### src/rtl/mole_round_ctrl.sv
// mole_round_ctrl: Whack-a-Mole round sequencer.
// Lights a pseudo-random hole for SHOW_TICKS ticks, scores lit-hole hits,
// counts timed-out moles, and runs ROUNDS rounds before holding the result.
// Optional feature macro: MOLE_PENALTY_EN (wrong-hole hits cost one point).
module mole_round_ctrl #(
   parameter int unsigned N_HOLES    = 4,
   parameter int unsigned SHOW_TICKS = 8,
   parameter int unsigned GAP_TICKS  = 4,
   parameter int unsigned ROUNDS     = 16,
   parameter int unsigned SCORE_W    = 8,
   parameter logic [7:0]  LFSR_SEED  = 8'hA5
) (
   input  logic               clk,
   input  logic               rst_n,
   input  logic               tick_i,
   input  logic               start_i,
   input  logic [N_HOLES-1:0] hit_i,
   output logic [N_HOLES-1:0] mole_o,
   output logic [SCORE_W-1:0] score_o,
   output logic [SCORE_W-1:0] miss_o,
   output logic               busy_o,
   output logic               over_o
);

   localparam int unsigned HW        = $clog2(N_HOLES);
   localparam logic [7:0]  GAP_LD    = 8'(GAP_TICKS);
   localparam logic [7:0]  SHOW_LD   = 8'(SHOW_TICKS);
   localparam logic [7:0]  ROUNDS_LD = 8'(ROUNDS);

   typedef enum logic [1:0] {IDLE, GAP, SHOW, OVER} state_t;

   state_t             state_q, state_d;
   logic [N_HOLES-1:0] mole_q, mole_d;
   logic [SCORE_W-1:0] score_q, score_d;
   logic [SCORE_W-1:0] miss_q, miss_d;
   logic               busy_q, busy_d;
   logic               over_q, over_d;
   logic [7:0]         round_q, round_d;
   logic [7:0]         timer_q, timer_d;
   logic [7:0]         lfsr_q, lfsr_d;
   logic [HW-1:0]      prev_q, prev_d;

   logic [HW-1:0]      cand;
   logic [HW-1:0]      hole;
   logic               hit_lit;
   logic               round_end;

   // LFSR step and hole pick: avoid repeating the previously lit hole
   always_comb begin
      lfsr_d  = {lfsr_q[6:0], lfsr_q[7] ^ lfsr_q[5] ^ lfsr_q[4] ^ lfsr_q[3]};
      cand    = lfsr_q[HW-1:0];
      hole    = (cand == prev_q) ? cand + HW'(1) : cand;
      hit_lit = |(hit_i & mole_q);
   end

   // Next-state and registered-output logic
   always_comb begin
      state_d   = state_q;
      mole_d    = mole_q;
      score_d   = score_q;
      miss_d    = miss_q;
      busy_d    = busy_q;
      over_d    = over_q;
      round_d   = round_q;
      timer_d   = timer_q;
      prev_d    = prev_q;
      round_end = 1'b0;

      case (state_q)
         IDLE, OVER: begin
            if (start_i) begin
               score_d = '0;
               miss_d  = '0;
               round_d = '0;
               timer_d = GAP_LD;
               busy_d  = 1'b1;
               over_d  = 1'b0;
               state_d = GAP;
            end
         end
         GAP: begin
            if (tick_i) begin
               if (timer_q == 8'd1) begin
                  mole_d  = {{(N_HOLES-1){1'b0}}, 1'b1} << hole;
                  prev_d  = hole;
                  timer_d = SHOW_LD;
                  state_d = SHOW;
               end else begin
                  timer_d = timer_q - 8'd1;
               end
            end
         end
         SHOW: begin
            if (hit_lit) begin
               // A lit-hole hit outranks a same-cycle timeout tick
               score_d   = (score_q == '1) ? score_q : score_q + 1'b1;
               mole_d    = '0;
               round_end = 1'b1;
            end else begin
               if (tick_i) begin
                  if (timer_q == 8'd1) begin
                     miss_d    = (miss_q == '1) ? miss_q : miss_q + 1'b1;
                     mole_d    = '0;
                     round_end = 1'b1;
                  end else begin
                     timer_d = timer_q - 8'd1;
                  end
               end
`ifdef MOLE_PENALTY_EN
               if (|(hit_i & ~mole_q) && (score_q != '0)) begin
                  score_d = score_q - 1'b1;
               end
`else
               // Wrong-hole hits carry no consequence
`endif
            end
         end
         default: state_d = IDLE;
      endcase

      if (round_end) begin
         round_d = round_q + 8'd1;
         if (round_q + 8'd1 == ROUNDS_LD) begin
            state_d = OVER;
            busy_d  = 1'b0;
            over_d  = 1'b1;
         end else begin
            state_d = GAP;
            timer_d = GAP_LD;
         end
      end
   end

   // State and output registers, asynchronously cleared
   always_ff @(posedge clk or negedge rst_n) begin
      if (!rst_n) begin
         state_q <= IDLE;
         mole_q  <= '0;
         score_q <= '0;
         miss_q  <= '0;
         busy_q  <= 1'b0;
         over_q  <= 1'b0;
         round_q <= '0;
         timer_q <= '0;
         lfsr_q  <= LFSR_SEED;
         prev_q  <= '0;
      end else begin
         state_q <= state_d;
         mole_q  <= mole_d;
         score_q <= score_d;
         miss_q  <= miss_d;
         busy_q  <= busy_d;
         over_q  <= over_d;
         round_q <= round_d;
         timer_q <= timer_d;
         lfsr_q  <= lfsr_d;
         prev_q  <= prev_d;
      end
   end

   assign mole_o  = mole_q;
   assign score_o = score_q;
   assign miss_o  = miss_q;
   assign busy_o  = busy_q;
   assign over_o  = over_q;

endmodule

### config.mk
export PLATFORM = sky130hd
export DESIGN_NAME = mole_round_ctrl
export DESIGN_NICKNAME = d
export VERILOG_FILES = /design/src/rtl/mole_round_ctrl.sv
export SDC_FILE = /design/constraint.sdc
export NUM_CORES = 1
export LEC_CHECK = 0
export ABC_CLOCK_PERIOD_IN_PS = 2200
export BUFFER_PORTS_ARGS = -buffer_cell sky130_fd_sc_hd__buf_2
export CELL_PAD_IN_SITES_DETAIL_PLACEMENT = 0
export CELL_PAD_IN_SITES_GLOBAL_PLACEMENT = 1
export CORE_MARGIN = 2
export CORE_UTILIZATION = 45
export CTS_BUF_LIST = sky130_fd_sc_hd__clkbuf_4 sky130_fd_sc_hd__clkbuf_8 sky130_fd_sc_hd__clkbuf_16
export DETAILED_ROUTE_END_ITERATION = 7
export GPL_TIMING_DRIVEN = 0
export PLACE_DENSITY = 0.81
export SLEW_MARGIN = 20
export SYNTH_ARGS = -nofsm -noshare
export SYNTH_HDL_FRONTEND = slang
export SYNTH_SLANG_ARGS = --single-unit
### constraint.sdc
create_clock -name clk -period 2.2 [get_ports clk]
set_input_delay 0.11 -clock clk [delete_from_list [all_inputs] [get_ports clk]]
set_output_delay 0.11 -clock clk [all_outputs]
set_load 0.05 [all_outputs]
# Word level (Yosys, flattened, before mapping)
# Index checks and enable logic that the tools add are counted.
dict set report totals {
  reg_bits 50
  in_bits 8
  out_inout_bits 22
  elab_cells 101
}
dict set report classes {
  n_addsub 5
  eq_ne 22
  shifts 1
  n_mux 45
  bitwise_logic 4
  reduce_logical 14
}
# op count
set op_table {}
lappend op_table {{two-way mux 8 bit} 17}
lappend op_table {{one-hot mux 8 bit (2 select lines)} 2}
lappend op_table {{adder 8 x 1 -> 8 bit (second input constant)} 3}
lappend op_table {{one-hot mux 8 bit (3 select lines)} 1}
lappend op_table {{two-way mux 4 bit} 5}
lappend op_table {{!= test 2 bit (second input constant)} 9}
lappend op_table {{equality test 8 bit (second input constant)} 2}
lappend op_table {{!= test 3 bit (second input constant)} 5}
lappend op_table {{two-way mux 1 bit} 12}
lappend op_table {{two-way mux 2 bit} 6}
lappend op_table {{equality test 8 x 1 -> 1 bit (second input constant)} 1}
lappend op_table {{equality test 8 x 5 -> 1 bit (second input constant)} 1}
lappend op_table {{one-hot mux 4 bit (2 select lines)} 1}
lappend op_table {{AND reduction 4 bit} 2}
lappend op_table {{nonzero test 2 bit} 4}
lappend op_table {{subtractor 8 x 1 -> 8 bit (second input constant)} 1}
lappend op_table {{AND reduction 6 bit} 1}
lappend op_table {{AND reduction 5 bit} 1}
lappend op_table {{bitwise AND 4 bit} 1}
lappend op_table {{equality test 2 bit (second input constant)} 2}
lappend op_table {{one-hot mux 2 bit (2 select lines)} 1}
lappend op_table {{OR reduction 4 bit} 1}
lappend op_table {{left shift 1 x 2 -> 4 bit (first input constant)} 1}
lappend op_table {{AND reduction 3 bit} 1}
lappend op_table {{other kinds (8)} 10}

# Logic depth before layout (Yosys ltp)
# Gate-level depths: netlist (run 1).
dict set report logic_depth {
  word_depth 7
  depth_mapped 9
  ltp_nobuf 9
}

# Least setup slack after synthesis (run 1)
# No wires, ideal clock.
dict set report synth_path {
  kind {reg2reg}
  start {register mole_q[0], in the netlist mole_o[0]}
  end {register score_q[2], in the netlist score_o[2]}
  setup_time_ns 0.078
  arrival_ns 2.143
  required_ns 2.122
  path_slack_ns -0.021
  path_stages_with_launch 8
  n_path_buf 2
  synth_period_minus_slack_ns 2.221
  cell_sequence {dfrtp_1 > a22oi_1 > and2_1 > clkbuf_1 > o21a_1 > clkbuf_1 > or4_1 > a21oi_1}
}
dict set report synth_between {
  elab_chain_cells 4
}
# element line
set synth_lines {}
lappend synth_lines {{start: declaration} 33} ;# logic [N_HOLES-1:0] mole_q, mole_d;
lappend synth_lines {{start signal: assignment} 149} ;# mole_q <= mole_d;
lappend synth_lines {{bitwise AND 4 bit} 53} ;# hit_lit = |(hit_i & mole_q);
lappend synth_lines {{OR reduction 4 bit} 53}
lappend synth_lines {{!= test 2 bit (no source line)} n/a}
lappend synth_lines {{AND reduction 4 bit (no source line)} n/a}
lappend synth_lines {{end signal: assignment} 150} ;# score_q <= score_d;
lappend synth_lines {{end: declaration} 34} ;# logic [SCORE_W-1:0] score_q, score_d;
# Every way passes these cells.
# A chain may end at the register's enable or synchronous reset.

# Worst setup path in the final report (run 1)
dict set report layout_path {
  start {register timer_q[1]}
  end {register miss_q[7], in the netlist miss_o[7]}
}
dict set report layout_between {
  elab_chain_cells 3
}
# element line
set layout_lines {}
lappend layout_lines {{start: declaration} 39} ;# logic [7:0] timer_q, timer_d;
lappend layout_lines {{start signal: assignment} 155} ;# timer_q <= timer_d;
lappend layout_lines {{equality test 8 x 1 -> 1 bit} 101} ;# if (timer_q == 8'd1) begin
lappend layout_lines {{!= test 2 bit (no source line)} n/a}
lappend layout_lines {{AND reduction 6 bit (no source line)} n/a}
lappend layout_lines {{end signal: assignment} 151} ;# miss_q <= miss_d;
lappend layout_lines {{end: declaration} 35} ;# logic [SCORE_W-1:0] miss_q, miss_d;
# Every way passes these cells.

==> results of run 1 <==
==> flip-flops by register name, indices dropped and copies added (netlist names) <==
register,count
lfsr_q,8
miss_o,8
round_q,8
score_o,8
timer_q,8
mole_o,4
prev_q,2
state_q,2
busy_o,1
over_o,1
==> power groups by stage <==
stage               logic, mW  registers, mW  clock network, mW
finish                   1.82           1.22              0.582
global route             2.04           1.24              0.633
CTS                      1.69           1.21              0.596
detailed placement       1.64           1.23                  0
global placement         1.63           1.23                  0
floorplan                1.13           1.33                  0
==> worst register-to-register path, cell delays in order (launching register included) <==
cell and delay [ns]:
dfrtp_1 0.42, inv_2 0.09, ha_4 0.11, nor4b_4 0.26, nand3_4 0.15, o31a_1 0.39
or4_4 0.56, a21oi_2 0.12
==> worst min path at each step <==
| stage | cells after the start | from | slack (ns) | end |
|---|---|---|---|---|
| 4_1_cts | 3 | start_i | 0.15 | timer_q[0] |
| 2_1_floorplan | 0 | rst_n | -0.19 | busy_o |
| 3_5_place_dp | 1 | rst_n | 0.19 | prev_q[0] |
| 5_1_grt | 3 | start_i | 0.18 | timer_q[0] |
| 6_report | 3 | start_i | 0.18 | timer_q[0] |
| 3_3_place_gp | 0 | lfsr_q[6] | 0.34 | lfsr_q[7] |
==> kinds of logic after synthesis <==
family,Yosys count,synth area share (%)
AOI/OAI and AO/OA,90,19.9
DFF,50,43.6
and+or+nand+nor,122,22.5
muxes,12,4.34
xor gates and xnor gates,8,2.43
buffers and inverters,24,3.43
adders and majority gates,9,3.90
==> area by class of cell <==
type | instances | area (µm²)
Buffer | 15 | 68.8
Clock buffer | 6 | 82.6
Multi-Input combinational cell | 242 | 1630
Inverter | 9 | 33.8
Timing Repair Buffer | 36 | 200
Fill cell | 611 | 2890
Sequential cell | 50 | 1260
Tap cell | 77 | 96.3
Clock inverter | 2 | 12.5
==> Yosys cell counts, types with 2 or more instances <==
cell / instances / area (µm²)
a211oi_1: 4 / 30.0
a21o_1: 3 / 22.5
a21oi_1: 22 / 110
a22oi_1: 5 / 37.5
a31oi_1: 5 / 31.3
and2_1: 5 / 31.3
and3_1: 4 / 25.0
buf_1: 2 / 7.51
clkbuf_1: 11 / 41.3
dfrtp_1: 46 / 1150
dfstp_2: 4 / 105
ha_1: 9 / 113
inv_1: 9 / 33.8
mux2_2: 4 / 45.0
mux2i_1: 8 / 80.1
nand2_1: 32 / 120
nand2b_1: 7 / 43.8
nand3_1: 15 / 75.1
nand4_1: 5 / 31.3
nor2_1: 18 / 67.6
nor2b_1: 3 / 18.8
nor3_1: 9 / 45.0
nor4_1: 2 / 12.5
o211ai_1: 4 / 30.0
o21ai_0: 27 / 135
o2bb2ai_1: 2 / 17.5
o31a_1: 2 / 17.5
o31ai_1: 5 / 37.5
or2_2: 2 / 12.5
or3_1: 8 / 50.1
or4_1: 5 / 37.5
xnor2_1: 5 / 43.8
xor2_1: 3 / 26.3
==> per-stage QoR <==
stage	hold slack (ns)	worst slack (ns)	setup TNS, ns
after global placement	0.337	-0.0731	-0.118
final	0.184	0.0258	0
after floorplan	-0.186	0.00324	0
after detailed placement	0.191	-0.0800	-0.215
after CTS	0.153	0.0374	0
after global routing	0.175	-0.0644	-0.423
==> per-layer routing <==
layer  up-vias  routed length (µm)  track usage [%]
met2        39                3130             30.2
li1       1249                   -                -
met3         4                 207             3.07
met1      1171                3300             28.2
met4         0                  40             5.13
met5         -                   0                0
==> what timing repair did <==
action	4_1_cts	5_1_grt
setup buffers	0	5
pin swaps	1	9
endpoints found under the setup margin	9	27
hold endpoints to repair	46	0
hold buffers	1	0
cloned	0	2
gates resized for setup	7	18
==> results.json, run 1 <==
{
  "max_stage_delay_ns": 0.56,
  "fmax_mhz": 460,
  "r2r_end": "miss_o[7]",
  "std_cell_rows": 29,
  "seq_power_share_pct": 33.7,
  "drtIter0Drc": 135,
  "intPower_mw": 1.97,
  "dr_total_vias": 2463,
  "required_ns": 2.44,
  "layout_min_cycle_time_ns": 2.17,
  "clockBufferDepth": 2,
  "end_kind": "register",
  "path_clk_slew_ns": 0.10,
  "insertion_delay_ns": 0.31,
  "clock_skew_ns": 0.00658,
  "crit_buf_inv": 1,
  "postLayoutCellArea_um2": 3390,
  "dieArea_um2": 7070,
  "synth_cell_type_count": 53,
  "rsz0062_at_grt": "yes",
  "cts_sinks": 50,
  "synth_seq_cells": 50,
  "wl_per_cell_um": 15.3,
  "ir_worst_vdd_mv": 0.561,
  "track_usage_pct": 19.4,
  "p_per_area_nw_per_um2": 1070,
  "htreeDepth": 2,
  "timing.rr.start": "timer_q[1]",
  "finalSetupViolCount": 0,
  "cts_tree": "built",
  "crit_chain": "inv_2 > ha_4 > nor4b_4 > nand3_4 > o31a_1 > or4_4 > a21oi_2",
  "drive_gt1_share_pct": 21.9,
  "syn_inst": 315,
  "synthToLayoutAreaGrowth_pct": 17.4,
  "grt-ovfl-total": 0,
  "synth-async-reset-ratio_pct": 100,
  "drc": 0,
  "final_cells": 437,
  "total_power_mw": 3.63,
  "leakagePower_nw": 1.45,
  "startpoint_type": "register",
  "die_w_um": 84.1,
  "firstDrtPassIters": 5,
  "cap_viol_max_count": 0,
  "grt_max_degree": 51,
  "maxSlewHeadroom_pct": 55.9,
  "grt_pass1_wl_um": 11200,
  "worstSetupPathType": "reg2reg",
  "p_sw_share_pct": 45.7,
  "critPathArrivalTime_ns": 2.42,
  "syn_area_um2": 2880,
  "crit_slowest_cell": "or4_4",
  "critPathMaxFanout": 5,
  "setup.worst_path.end": "miss_o[7]",
  "cp-startpoint": "timer_q[1]",
  "final_cell_mix": "dfrtp_1, nand2_1, buf_2",
  "vias_per_cell": 5.64,
  "grt_pass1_vias": 2311,
  "tightest_slew_ns": 0.648,
  "worst_r2r_path_depth": 7,
  "switchingPower_mw": 1.66,
  "yosys_warnings": 0,
  "period_share_pct": 98.8,
  "synth.avg_cell_area_um2": 9.16,
  "start_util_pct": 45.9,
  "cts.root.buffer_cell": "clkbuf_8",
  "final_common_cell": "dfrtp_1",
  "cts_inserted_buffers": 5,
  "antenna_found_initial": 0,
  "hold_viol": 0,
  "hold_path.class": "in2reg",
  "combPwrFrac_pct": 50.3,
  "final_max_slew_viol_count": 0,
  "synth_edf_count": 0,
  "fin_nets": 376,
  "power.share.clock_pct": 16.1,
  "drt-total-wl_um": 6670,
  "coreArea_um2": 6280,
  "r2r_slack_ns": 0.03,
  "syn_nets": 332,
  "status": "complete, no violations",
  "die_y_um": 84.1,
  "synth_flop_cell": "dfrtp_1",
  "portBuffers": 29,
  "dp_hpwl_um": 4370,
  "placed_cells": 421,
  "place.gp.congestion": 0.805,
  "seq_area_frac_synth_pct": 43.6,
  "cp.depth": 7,
  "n_antenna_cell": 0,
  "post_dp_cell_area_um2": 3130,
  "post-route-util_pct": 53.9,
  "cpLargestDelayFamily": "simple AND/OR/NAND/NOR gates",
  "io-pin-count": 30,
  "final_antenna_net_count": 0
}
No activity file was read; power rests on OpenSTA's default activity.
==> run 2, diff against run 1 <==
--- a/config.mk
+++ b/config.mk
@@ -15,6 +15,7 @@
 export DETAILED_ROUTE_END_ITERATION = 7
 export GPL_TIMING_DRIVEN = 0
 export PLACE_DENSITY = 0.81
+export SETUP_SLACK_MARGIN = 0.1
 export SLEW_MARGIN = 20
 export SYNTH_ARGS = -nofsm -noshare
 export SYNTH_HDL_FRONTEND = slang
==> results.json, run 2 (synthesis results as in run 1) <==
{
  "status": "complete, no violations",
  "final_cell_mix": "dfrtp_1, buf_2, nand2_1",
  "switchingPower_mw": 1.72,
  "timing.rr.start": "timer_q[1]",
  "multi_input_area_um2": 1660,
  "hold_path.class": "in2reg",
  "n_antenna_cell": 0,
  "place.gp.congestion": 0.798,
  "regArea_um2": 1260,
  "track_usage_pct": 20.3,
  "rsz0062_at_grt": "yes",
  "start_util_pct": 45.9,
  "clockBufferDepth": 2,
  "die_y_um": 84.1,
  "met1_usage_pct": 29.5,
  "cts_sinks": 50,
  "total_power_mw": 3.84,
  "layout_min_cycle_time_ns": 2.11,
  "drive_gt1_share_pct": 27.7,
  "combPwrFrac_pct": 53.0,
  "vias_per_cell": 5.71,
  "power.share.clock_pct": 15.2,
  "final_common_cell": "dfrtp_1",
  "coreArea_um2": 6280,
  "firstDrtPassIters": 4,
  "final_max_slew_viol_count": 0,
  "r2r_slack_ns": 0.09,
  "grt_pass1_wl_um": 11700,
  "p_sw_share_pct": 44.9,
  "globalRouteMet3Util_pct": 3.26,
  "critPathMaxFanout": 5,
  "gr-max-usage-layer": "met2",
  "period_share_pct": 95.7,
  "path_clk_slew_ns": 0.10,
  "drt-total-wl_um": 6830,
  "final_antenna_net_count": 0,
  "insertion_delay_ns": 0.31,
  "cts_tree": "built",
  "grt_max_degree": 51,
  "dp_hpwl_um": 4520,
  "synthToLayoutAreaGrowth_pct": 21.0,
  "cts_inserted_buffers": 5,
  "drc": 0,
  "startpoint_type": "register",
  "die_w_um": 84.1,
  "required_ns": 2.45,
  "finalSetupViolCount": 0,
  "grt_pass1_vias": 2359,
  "wl_per_cell_um": 15.4,
  "cts.root.buffer_cell": "clkbuf_8",
  "intPower_mw": 2.11,
  "min_from": "start_i",
  "seq_power_share_pct": 31.8,
  "tightest_slew_ns": 0.660,
  "clock_skew_ns": 0.00657,
  "drtIter0Drc": 87,
  "io-pin-count": 30,
  "post_dp_cell_area_um2": 3130,
  "p_per_area_nw_per_um2": 1100,
  "antenna_found_initial": 0,
  "cap_viol_max_count": 0,
  "portBuffers": 29,
  "leakagePower_nw": 1.51,
  "worstSetupPathType": "reg2reg",
  "fillers": 580,
  "dieArea_um2": 7070,
  "dr_total_vias": 2542,
  "hold_viol": 0,
  "end_kind": "register",
  "grt-ovfl-total": 0,
  "maxSlewHeadroom_pct": 56.0,
  "critPathArrivalTime_ns": 2.35,
  "fin_nets": 384,
  "use_met2_pct": 31.5,
  "post-route-util_pct": 55.6,
  "fmax_mhz": 475,
  "htreeDepth": 2,
  "std_cell_rows": 29,
  "ir_worst_vdd_mv": 0.620,
  "postLayoutCellArea_um2": 3490,
  "cp-startpoint": "timer_q[1]"
}
-- run 2: cell types whose count changed in the layout (fill, tap and decap cells not counted), moves of 2 or more --
cell and delta:
or3_1 -2, clkbuf_4 +3, clkbuf_1 -4, a21oi_1 -2, dfrtp_1 -5, clkbuf_2 +4, or3_4 +2, a21oi_2 +2
buf_4 +8, dfrtp_2 +5
-- run 2: critical path, cell delays in order (launching register included) --
cell and delay [ns]:
dfrtp_1 0.40, inv_2 0.08, ha_4 0.11, nor4b_4 0.23
nand3_2 0.16, o31a_1 0.40, buf_6 0.17, or3_1 0.36
a21oi_2 0.12
-- run 2: timing repair --
item / 4_1_cts / 5_1_grt
buffers inserted: 3 / 11
setup endpoints to repair: 29 / 24
pin swaps: 3 / 10
hold endpoints to repair: 46 / 0
cloned: 1 / 0
hold buffers: 1 / 0
resized for setup: 19 / 23
-- run 2: layer usage --
layer,vias to the layer above,share of wire (%)
met3,6,2.5
met5,-,0
met1,1236,50
met4,0,1.1
met2,35,46
li1,1265,-
-- run 2: path summary, 6_finish.rpt --
path	cells after the start	to
max	8	miss_o[4]
min	3	timer_q[0]
max reg2reg	8	miss_o[4]
min reg2reg	0	lfsr_q[7]
max in group asynchronous	2	timer_q[2]
min in group asynchronous	2	mole_o[0]
-- run 2: power by group through the flow --
stage          Clock [mW]  Combinational [mW]  Sequential (mW)
2_1_floorplan           0                1.13             1.33
3_3_place_gp            0                1.64             1.23
3_5_place_dp            0                1.66             1.24
4_1_cts             0.595                1.83             1.21
5_1_grt             0.628                2.25             1.24
6_report            0.584                2.03             1.22
-- run 2: layout make-up --
| class | instances | share of cell area, % |
|---|---|---|
| multi-input combinational | 241 | 47.6 |
| buffer | 15 | 2.15 |
| clock inverter | 1 | 0.215 |
| timing repair buffer | 45 | 7.67 |
| inverter | 9 | 0.968 |
| tap | 77 | 2.76 |
| clock buffer | 7 | 2.40 |
| sequential | 50 | 36.2 |
-- run 2: metrics by stage --
step | instances | setup TNS (ns) | worst slack [ns] | hold slack (ns)
global route | 445 | 0 | 0.0120 | 0.208
finish | 445 | 0 | 0.0943 | 0.176
CTS | 434 | 0 | 0.0952 | 0.157
global placement | 421 | -0.906 | -0.0821 | 0.334
detailed placement | 421 | -1.33 | -0.144 | 0.190
floorplan | 315 | 0 | 0.124 | -0.186
==> run 3, diff against run 2 <==
--- a/config.mk
+++ b/config.mk
@@ -9,6 +9,7 @@
 export BUFFER_PORTS_ARGS = -buffer_cell sky130_fd_sc_hd__buf_2
 export CELL_PAD_IN_SITES_DETAIL_PLACEMENT = 0
 export CELL_PAD_IN_SITES_GLOBAL_PLACEMENT = 1
+export CORE_ASPECT_RATIO = 1.1
 export CORE_MARGIN = 2
 export CORE_UTILIZATION = 45
 export CTS_BUF_LIST = sky130_fd_sc_hd__clkbuf_4 sky130_fd_sc_hd__clkbuf_8 sky130_fd_sc_hd__clkbuf_16
==> results.json, run 3 (synthesis results as in run 1) <==
{
  "crit_chain": "inv_2 > ha_4 > nor4b_4 > nand3_4 > o31a_1 > buf_6 > or3_4 > a21oi_2",
  "cts.root.buffer_cell": "clkbuf_8",
  "finalSetupViolCount": 0,
  "clockBufferDepth": 2,
  "period_share_pct": 96.4,
  "critPathMaxFanout": 5,
  "start_util_pct": 46.6,
  "io-pin-count": 30,
  "required_ns": 2.44,
  "ir_worst_vdd_mv": 0.524,
  "path_clk_slew_ns": 0.10,
  "wl_per_cell_um": 14.5,
  "placed_cells": 424,
  "drt-total-wl_um": 6530,
  "total_power_mw": 3.84,
  "dieArea_um2": 7070,
  "grt_pass1_vias": 2344,
  "insertion_delay_ns": 0.30,
  "startpoint_type": "register",
  "grt_max_degree": 51,
  "rsz0062_at_grt": "yes",
  "coreArea_um2": 6190,
  "drtIter0Drc": 120,
  "status": "complete, no violations",
  "grt-ovfl-total": 0,
  "critPathArrivalTime_ns": 2.36,
  "synthToLayoutAreaGrowth_pct": 22.6,
  "final_common_cell": "dfrtp_1",
  "end_kind": "register",
  "final_cells": 450,
  "hold_path.class": "in2reg",
  "max_stage_delay_ns": 0.41,
  "tightest_slew_ns": 0.635,
  "die_w_um": 80.3,
  "vias_per_cell": 5.60,
  "p_per_area_nw_per_um2": 1090,
  "layout_min_cycle_time_ns": 2.12,
  "grt_pass1_wl_um": 11100,
  "dr_total_vias": 2522,
  "cts_sinks": 50,
  "maxSlewHeadroom_pct": 57.7,
  "drive_gt1_share_pct": 28.1,
  "htreeDepth": 2,
  "post-route-util_pct": 57.1,
  "firstDrtPassIters": 4,
  "fin_nets": 386,
  "n_antenna_cell": 0,
  "antenna_found_initial": 0,
  "cap_viol_max_count": 0,
  "drc": 0,
  "dp_hpwl_um": 4360,
  "hold_viol": 0,
  "crit_slowest_cell": "dfrtp_1",
  "final_cell_mix": "dfrtp_1, nand2_1, buf_2",
  "portBuffers": 29,
  "final_antenna_net_count": 0,
  "std_cell_rows": 30,
  "cpLargestDelayFamily": "simple AND/OR/NAND/NOR gates",
  "leakagePower_nw": 1.53,
  "fmax_mhz": 471,
  "die_y_um": 88.0,
  "cts_inserted_buffers": 5,
  "worstSetupPathType": "reg2reg",
  "final_max_slew_viol_count": 0,
  "place.gp.congestion": 0.848,
  "crit_buf_inv": 2,
  "track_usage_pct": 19.7,
  "cts_tree": "built",
  "clock_skew_ns": 0.00930
}
## run 3: area by class of cell
type,count,area [µm²]
plain buffers,15,77.6
clock inverters,1,8.76
inverters,9,33.8
repair buffers,47,283
fillers,580,2660
well taps,80,100
flip-flops and latches,50,1260
multi-input cells,241,1670
clock buffers,7,96.3
## run 3: layer usage
layer / track usage (%) / vias up / part of all wire [%] / wire, µm
met5: 0 / - / 0 / 0
met4: 5.55 / 0 / 1.4 / 93
met3: 3.30 / 10 / 3.1 / 205
met2: 32.7 / 40 / 47 / 3050
met1: 26.7 / 1211 / 49 / 3190
li1: - / 1261 / - / -
## run 3: worst paths after layout
| check | slack, ns | depth (start not counted) | to | startpoint |
|---|---|---|---|---|
| hold reg to reg | 0.36 | 0 | lfsr_q[7] | lfsr_q[6] |
| setup / recovery | 0.08 | 8 | miss_o[3] | timer_q[1] |
| hold / removal | 0.20 | 3 | timer_q[0] | start_i |
| setup reg to reg | 0.08 | 8 | miss_o[3] | timer_q[1] |
| min in group asynchronous | 0.37 | 2 | score_o[5] | rst_n |
| max in group asynchronous | 1.37 | 2 | mole_o[2] | rst_n |
## run 3: stage by stage
step	area, µm²	setup WS, ns	hold slack, ns	setup TNS, ns
2_1_floorplan	2890	0.124	-0.186	0
3_3_place_gp	3130	-0.0802	0.338	-0.122
3_5_place_dp	3140	-0.108	0.180	-0.420
4_1_cts	3350	0.0692	0.189	0
5_1_grt	3540	-0.00594	0.230	-0.0154
6_report	3540	0.0789	0.196	0
## run 3: timing repair
item                                    CTS  global route
hold buffers                              1             0
pin swaps                                 5            13
resized for setup                        12            35
endpoints found under the setup margin   24            30
hold endpoints to repair                 46             0
setup buffers                             5            11
cloned                                    1             0
## run 3: worst register-to-register path: cells and delay by family, from the launching register on
kind            cells  cell delay, ns
buf+inv             2            0.26
simple gates        3            0.77
flops               1            0.41
fa+ha+maj           1            0.12
compound gates      2            0.50
## run 3: where the power goes
group / total [mW] / switching [mW] / internal [mW]
clock: 0.605 / 0.316 / 0.289
combinational: 2.02 / 1.22 / 0.802
sequential: 1.22 / 0.159 / 1.06
total: 3.84 / 1.69 / 2.15
